File: src/rtl/stream_demux_pkg.sv
// Shared types for stream_demux: drop counter width/type and its saturating increment.
package stream_demux_pkg;

    localparam int unsigned DROP_CNT_W = 16;

    typedef logic [DROP_CNT_W-1:0] drop_cnt_t;

    localparam drop_cnt_t DROP_CNT_MAX = '1;

    function automatic drop_cnt_t drop_cnt_sat_inc(input drop_cnt_t cnt);
        return (cnt == DROP_CNT_MAX) ? cnt : cnt + drop_cnt_t'(1);
    endfunction

endpackage

File: src/rtl/stream_demux_fifo2.sv
// Two-entry per-channel FIFO: head register feeds the output directly, tail holds the second word.
module stream_demux_fifo2 #(
    parameter int unsigned DATA_W = 8
) (
    input  logic              clk_i,
    input  logic              rst_n_i,
    input  logic              push_i,
    input  logic [DATA_W-1:0] data_i,
    input  logic              pop_i,
    output logic              full_o,
    output logic              empty_o,
    output logic [DATA_W-1:0] head_o
);

    localparam int unsigned CNT_W = 2;

    logic [CNT_W-1:0]  count_q, count_d;
    logic [DATA_W-1:0] head_q, head_d;
    logic [DATA_W-1:0] tail_q, tail_d;
    logic              full_q, full_d;
    logic              empty_q, empty_d;
    logic              push_ok;
    logic              pop_ok;

    // Next-state: pushes into a full buffer and pops from an empty one are ignored.
    always_comb begin
        count_d = count_q;
        head_d  = head_q;
        tail_d  = tail_q;
        push_ok = push_i & ~full_q;
        pop_ok  = pop_i & ~empty_q;
        case ({push_ok, pop_ok})
            2'b10: begin
                if (empty_q) begin
                    head_d = data_i;
                end else begin
                    tail_d = data_i;
                end
                count_d = count_q + CNT_W'(1);
            end
            2'b01: begin
                head_d  = tail_q;
                count_d = count_q - CNT_W'(1);
            end
            2'b11: begin
                // Only reachable with one word held: new word becomes the head, count unchanged.
                head_d = data_i;
            end
            default: begin
            end
        endcase
        full_d  = (count_d == CNT_W'(2));
        empty_d = (count_d == CNT_W'(0));
    end

    always_ff @(posedge clk_i) begin
        if (!rst_n_i) begin
            count_q <= '0;
            head_q  <= '0;
            tail_q  <= '0;
            full_q  <= 1'b0;
            empty_q <= 1'b1;
        end else begin
            count_q <= count_d;
            head_q  <= head_d;
            tail_q  <= tail_d;
            full_q  <= full_d;
            empty_q <= empty_d;
        end
    end

    assign full_o  = full_q;
    assign empty_o = empty_q;
    assign head_o  = head_q;

endmodule

File: src/rtl/stream_demux.sv
// Routes one valid/ready stream to OUT_CNT buffered output streams by sel_i; out-of-range words are
// accepted, discarded and counted.
module stream_demux
    import stream_demux_pkg::*;
#(
    parameter int unsigned  OUT_CNT = 2,
    parameter int unsigned  DATA_W  = 8,
    localparam int unsigned SEL_W   = (OUT_CNT > 1) ? $clog2(OUT_CNT) : 1
) (
    input  logic                           clk_i,
    input  logic                           rst_n_i,
    input  logic [DATA_W-1:0]              data_i,
    input  logic [SEL_W-1:0]               sel_i,
    input  logic                           valid_i,
    output logic                           ready_o,
    output logic [OUT_CNT-1:0][DATA_W-1:0] data_o,
    output logic [OUT_CNT-1:0]             valid_o,
    input  logic [OUT_CNT-1:0]             ready_i,
    output logic                           drop_o,
    output drop_cnt_t                      drop_cnt_o
);

    localparam logic [SEL_W:0] OUT_CNT_X = (SEL_W + 1)'(OUT_CNT);

    logic [OUT_CNT-1:0] full;
    logic [OUT_CNT-1:0] empty;
    logic [OUT_CNT-1:0] push;
    logic [OUT_CNT-1:0] pop;
    logic               sel_oor;
    logic               ready_c;
    logic               fire_in;
    logic               drop_q;
    drop_cnt_t          drop_cnt_q;

    // Ready depends only on sel_i and registered fill state, never on ready_i.
    always_comb begin
        sel_oor = ({1'b0, sel_i} >= OUT_CNT_X);
        ready_c = sel_oor;
        push    = '0;
        for (int k = 0; k < int'(OUT_CNT); k++) begin
            if (sel_i == SEL_W'(k)) begin
                ready_c = ~full[k];
            end
        end
        fire_in = valid_i & ready_c;
        for (int k = 0; k < int'(OUT_CNT); k++) begin
            push[k] = fire_in & (sel_i == SEL_W'(k));
        end
    end

    assign valid_o = ~empty;
    assign pop     = valid_o & ready_i;
    assign ready_o = ready_c;

    for (genvar k = 0; k < OUT_CNT; k++) begin : g_ch
        stream_demux_fifo2 #(
            .DATA_W(DATA_W)
        ) u_fifo (
            .clk_i  (clk_i),
            .rst_n_i(rst_n_i),
            .push_i (push[k]),
            .data_i (data_i),
            .pop_i  (pop[k]),
            .full_o (full[k]),
            .empty_o(empty[k]),
            .head_o (data_o[k])
        );
    end

    // Drop pulse and saturating counter for accepted out-of-range words.
    always_ff @(posedge clk_i) begin
        if (!rst_n_i) begin
            drop_q     <= 1'b0;
            drop_cnt_q <= '0;
        end else begin
            drop_q <= fire_in & sel_oor;
            if (fire_in && sel_oor) begin
                drop_cnt_q <= drop_cnt_sat_inc(drop_cnt_q);
            end
        end
    end

    assign drop_o     = drop_q;
    assign drop_cnt_o = drop_cnt_q;

endmodule

File: config.mk
export PLATFORM = sky130hd
export DESIGN_NAME = stream_demux
export DESIGN_NICKNAME = d
export VERILOG_FILES = /design/src/rtl/stream_demux_pkg.sv /design/src/rtl/stream_demux_fifo2.sv /design/src/rtl/stream_demux.sv
export SDC_FILE = /design/constraint.sdc
export NUM_CORES = 1
export LEC_CHECK = 0
export ABC_CLOCK_PERIOD_IN_PS = 1810
export CAP_MARGIN = 20
export CORE_MARGIN = 2
export CORE_UTILIZATION = 46
export CTS_BUF_LIST = sky130_fd_sc_hd__clkbuf_4 sky130_fd_sc_hd__clkbuf_8
export DETAILED_ROUTE_END_ITERATION = 12
export PLACE_DENSITY = 0.82
export SYNTH_ARGS = -nofsm -noshare
export SYNTH_HDL_FRONTEND = slang
export SYNTH_SLANG_ARGS = --single-unit
File: constraint.sdc
create_clock -name clk_i -period 1.81 [get_ports clk_i]
set_clock_uncertainty 0.05 [all_clocks]
set_input_delay 0.2715 -clock clk_i [delete_from_list [all_inputs] [get_ports clk_i]]
set_output_delay 0.2715 -clock clk_i [all_outputs]
set_load 0.05 [all_outputs]
# After elaboration in Yosys (flattened, before gate mapping)
# Cells that the tools add are included.
# word_totals
out_inout_bits	36
reg_bits	40
word_cells	53
input_bits	14
# classes
mux	7
bitwise_logic	14
reduce_logical	8
n_eq_ne	10
n_addsub	4
# ops
operator	n
$pmux 8 s3	2
$mux 8	2
$eq 2x2->1 const B	6
$pmux 2 s2	2
$reduce_and 2->1	4
$and 1x1->1	7
$reduce_bool 3->1	2
$not 1->1	5
$add 2x1->2 const B	2
$eq 2x1->1 const B	2
$logic_not 2->1	2
$ne 2x1->1 const B	2
$sub 2x1->2 const B	2
$and 2x2->2	1
$not 2->2	1
$mux 1	1

# Depth between registers and ports, before layout
# logic_depth
ltp_word	8
depth_mapped	8
ltp_nobuf	7

# Hierarchy
# Synthesis repeated with hierarchy kept, for this count alone.
# unflattened
cells_unflattened	203
area_unflattened_um2	2016.9
# by_module_without_submodules
module	seq_area_each_um2	cells_per_inst	instances	area_each_um2
stream_demux_fifo2	400.4	89	2	919.6
stream_demux	0.0	25	1	177.7

# Least setup slack after synthesis
# No wires, ideal clock.
# synth_path
kind	flip-flop to flip-flop
startpoint	register g_ch[0].u_fifo.empty_q
endpoint	register g_ch[0].u_fifo.full_q
stages_incl_launch_ff	8
setup_time_ns	0.115
arrival_time_ns	1.675
synth_period_minus_slack_ns	1.840
n_path_buf	2
setup_slack_ns	-0.030
t_required_ns	1.645
path_cell_list	dfxtp_1 nor2b_1 clkbuf_1 ha_1 buf_4 xor2_1 a2bb2o_1 and2_1
# synth_between
elab_chain_cells	6
elab_cells_between_ends	8
cone_classes	eq/ne: 3; mux: 1; bitwise: 4
# synth_rtl
item	line	rtl
start: declaration	stream_demux_fifo2.sv:21	logic empty_q, empty_d;
start signal: assignment	stream_demux_fifo2.sv:68	empty_q <= empty_d;
$not 2->2	stream_demux.sv:51	assign valid_o = ~empty;
$and 2x2->2	stream_demux.sv:52	assign pop = valid_o & ready_i;
$and 1x1->1 (*)	stream_demux_fifo2.sv:31	pop_ok = pop_i & ~empty_q;
$eq 2x1->1 or $eq 2x2->1 (tied branches)	stream_demux_fifo2.sv:32	case ({push_ok, pop_ok})
$pmux 2 s2 (*)	stream_demux_fifo2.sv:32	
$eq 2x2->1 (*)	stream_demux_fifo2.sv:52	full_d = (count_d == CNT_W'(2));
end signal: assignment	stream_demux_fifo2.sv:67	full_q <= full_d;
end: declaration	stream_demux_fifo2.sv:20	logic full_q, full_d;
# Mark *: on every way between the ends. The rest lies on a longest branch, timed or not.
# A chain may end at the register's enable or synchronous reset.

# Final worst setup path
# layout_path
startpoint	input sel_i
endpoint	register g_ch[0].u_fifo.full_q
# layout_between
elab_chain_cells	7
elab_cells_between_ends	9
cone_classes	eq/ne: 3; mux: 2; bitwise: 4
# layout_rtl
item	line	rtl
start: declaration	stream_demux.sv:13	input logic [SEL_W-1:0] sel_i,
$mux 1	stream_demux.sv:41	if (sel_i == SEL_W'(k)) begin
$and 1x1->1	stream_demux.sv:45	fire_in = valid_i & ready_c;
$and 1x1->1 (*)	stream_demux.sv:47	push[k] = fire_in & (sel_i == SEL_W'(k));
$and 1x1->1 (*)	stream_demux_fifo2.sv:30	push_ok = push_i & ~full_q;
$eq 2x1->1 or $eq 2x2->1 (tied branches)	stream_demux_fifo2.sv:32	
$pmux 2 s2 (*)	stream_demux_fifo2.sv:32	
$eq 2x2->1 (*)	stream_demux_fifo2.sv:52	
# Marked as above.

==> flow_metrics.tcl <==
set metrics [dict create \
    multi_input_area_sq_um 1090 \
    setup_tns_ns 0 \
    drt_first_pass_iters 4 \
    fin_crit_sh 0.945 \
    dieHeight_um 70.7 \
    timing.rr.end "g_ch[0].u_fifo.full_o$_SDFF_PN0_" \
    hold_depth 2 \
    hpwl_mm 2.72 \
    powerDensity_nw_per_um2 985 \
    syn_inst 202 \
    p_int_uw 1620 \
    synth_top_area_share 0.392 \
    initial_core_util 0.473 \
    status "completed" \
    hp-class "flip-flop to flip-flop" \
    synth_area_sq_um 2040 \
    seqCellArea_sq_um 801 \
    rsz0062_at_grt "no" \
    worstMarginPinSlew_ns 0.506 \
    yosysWarningCount 0 \
    total_power_uw 2480 \
    seqPwrFrac 0.412 \
    holdPathEnd "g_ch[1].u_fifo.tail_q[3]$_SDFFE_PN0P_" \
    required_ns 1.95 \
    p_leak_uw 0.00109 \
    worst-r2r-cell-count 7 \
    swShare 0.348 \
    grt_max_degree 23 \
    ys.flop_type "dfxtp_1" \
    fillCellCount 381 \
    clock_latency_ns 0.29 \
    cts-root-buf "clkbuf_8" \
    drive_gt1_frac 0.273 \
    critPathMaxFanout 5 \
    finalWirelength_mm 3.69 \
    rows 24 \
    cp.arrival_ns 1.85 \
    vias_per_cell 5.05 \
    rrSetupSlack_ns 0.20 \
    clk_path_buf_depth 2 \
    cts.sink_count 40 \
    synthTopCellsByArea "dfxtp_1 39%, mux2i_1 16%, nor2b_1 7.0%" \
    h-tree-depth 2 \
    fin_cells 297 \
    endpoint_kind "flip-flop" \
    detail_route.iter0.violations 48 \
    yosys.cell_types.count 28 \
    grt_antenna_before_repair 0 \
    start_kind "input pin" \
    overflow 0 \
    hold_path_startpoint "g_ch[1].u_fifo.tail_q[3]$_SDFFE_PN0P_" \
    dp_cells 289 \
    cts_buffers 5 \
    maxSlewHeadroom 0.661 \
    synth_edf_count 0 \
    switchingPower_uw 862 \
    synth.most_common_cell "dfxtp_1" \
    synth.largest_area_cell "dfxtp_1" \
    cts_tree "done" \
    r2r_start "g_ch[0].u_fifo.full_o$_SDFF_PN0_" \
    fin_nets 262 \
    grt_usage 0.157 \
    post_synth.cell_area_avg_sq_um 10.1 \
    peakVddDrop_mv 0.634 \
    fin_crit_ns 1.71 \
    ys_ff_latch 40 \
    setup_viol 0 \
    synth-async-reset-ratio 0 \
    numPortBuffers 32 \
    ys_top_cells_by_count "40 x dfxtp_1, 33 x mux2i_1, 23 x nor2b_1" \
    ant_nets 0 \
    clockPowerShare 0.252 \
    diodes 0 \
    ys_seq_area_frac 0.392 \
    clkTransAtPathRegs_ns 0.07 \
    route.detailed.drc 0 \
    die_w_um 70.7 \
    fmax_mhz 585 \
    areaGrowthSynthToFinish_pct 23.1 \
    finalHoldViolations 0 \
    ctsHoldBuffers 0 \
    grt_pass1_wl_mm 6.24 \
    drv_slew 0 \
    ioPinCount 50 \
    cap_viol_max_count 0 \
    coreArea_sq_um 4320 \
    pwr-share-comb 0.335 \
    detail_route.wl_per_cell_um 12.4 \
    crit_type "input pin to flip-flop" \
    grt_pass1_vias 1374 \
    vias 1499 \
    place_congestion 0.744 \
    dieArea_sq_um 4990 \
]
registers in the layout, summed over array words and instances (netlist names):
name and count:
g_ch.u_fifo.head_o 16, g_ch.u_fifo.tail_q 16, g_ch.u_fifo.count_q 4, g_ch.u_fifo.empty_o 2
g_ch.u_fifo.full_o 2
kinds of logic after synthesis:
| group | synth area share |
|---|---|
| adder cells (fa/ha/maj) | 0.0245 |
| AND/OR/NAND/NOR | 0.127 |
| multiplexers | 0.162 |
| buffers and inverters | 0.119 |
| other | 0.00183 |
| flip-flops | 0.392 |
| XOR/XNOR | 0.0171 |
| AO/OA/AOI/OAI | 0.157 |
metal layers:
layer	track usage	share of wire	up-vias
li1	-	-	750
met1	0.198	0.44	700
met2	0.256	0.49	43
met3	0.0442	0.054	6
met4	0.0629	0.015	0
met5	0	0	-
metrics by stage:
step	area [sq um]	setup slack (ns)	hold WS, ns	utilization
final	2520	0.0992	0.469	0.582
after floorplan	2110	0.0928	0.388	-
after global placement	2390	-0.438	0.446	0.552
after global routing	2520	0.00686	0.505	0.582
after CTS	2490	0.0463	0.474	0.576
after detailed placement	2390	-0.435	0.457	0.552
worst max-delay path, stage by stage:
cell and delay (ns):
clkdlybuf4s50_1 0.42, nor2_1 0.10, nand2_1 0.07, buf_4 0.13, ha_2 0.34, nand2b_1 0.10, a2bb2o_1 0.27, and2_1 0.15
area by class of cell:
type	instances	share of cell area
multi-input combinational	139	0.433
sequential	40	0.318
inverter	8	0.0119
tap	52	0.0259
timing repair buffer	50	0.172
clock buffer	8	0.0388
placed cells by master, fill, tap and decap left out, drive strengths merged, types with 3 or more instances in the layout:
master	count
conb	17
inv	8
ha	4
mux2i	33
nand2	3
clkdlybuf4s50	13
a21oi	16
clkbuf	8
nand2b	3
nor2b	23
buf	37
dfxtp	40
o31ai	16
repair_timing:
action / CTS / global route
endpoints found under the hold margin: 0 / 0
setup buffers: 0 / 0
pin swaps: 0 / 1
resized for setup: 1 / 5
setup endpoints to repair: 8 / 3
power by group through the flow:
stage	logic [uW]	registers (uW)	clock network [uW]
floorplan	457	1210	0
global placement	815	1040	0
detailed placement	819	1040	0
CTS	824	1020	644
global route	884	1030	693
finish	831	1020	626
worst max-delay path by stage:
stage,startpoint,end,slack (ns),cells past startpoint
2_1_floorplan,g_ch[0].u_fifo.empty_o$_SDFF_PN1_,g_ch[0].u_fifo.full_o$_SDFF_PN0_,0.09,7
3_3_place_gp,sel_i,g_ch[0].u_fifo.tail_q[2]$_SDFFE_PN0P_,-0.44,8
3_5_place_dp,sel_i,g_ch[0].u_fifo.tail_q[0]$_SDFFE_PN0P_,-0.44,8
4_1_cts,sel_i,g_ch[1].u_fifo.full_o$_SDFF_PN0_,0.05,7
5_1_grt,sel_i,g_ch[0].u_fifo.tail_q[3]$_SDFFE_PN0P_,0.007,8
6_report,sel_i,g_ch[0].u_fifo.full_o$_SDFF_PN0_,0.1,8
Power figures use the tool's default switching activity.
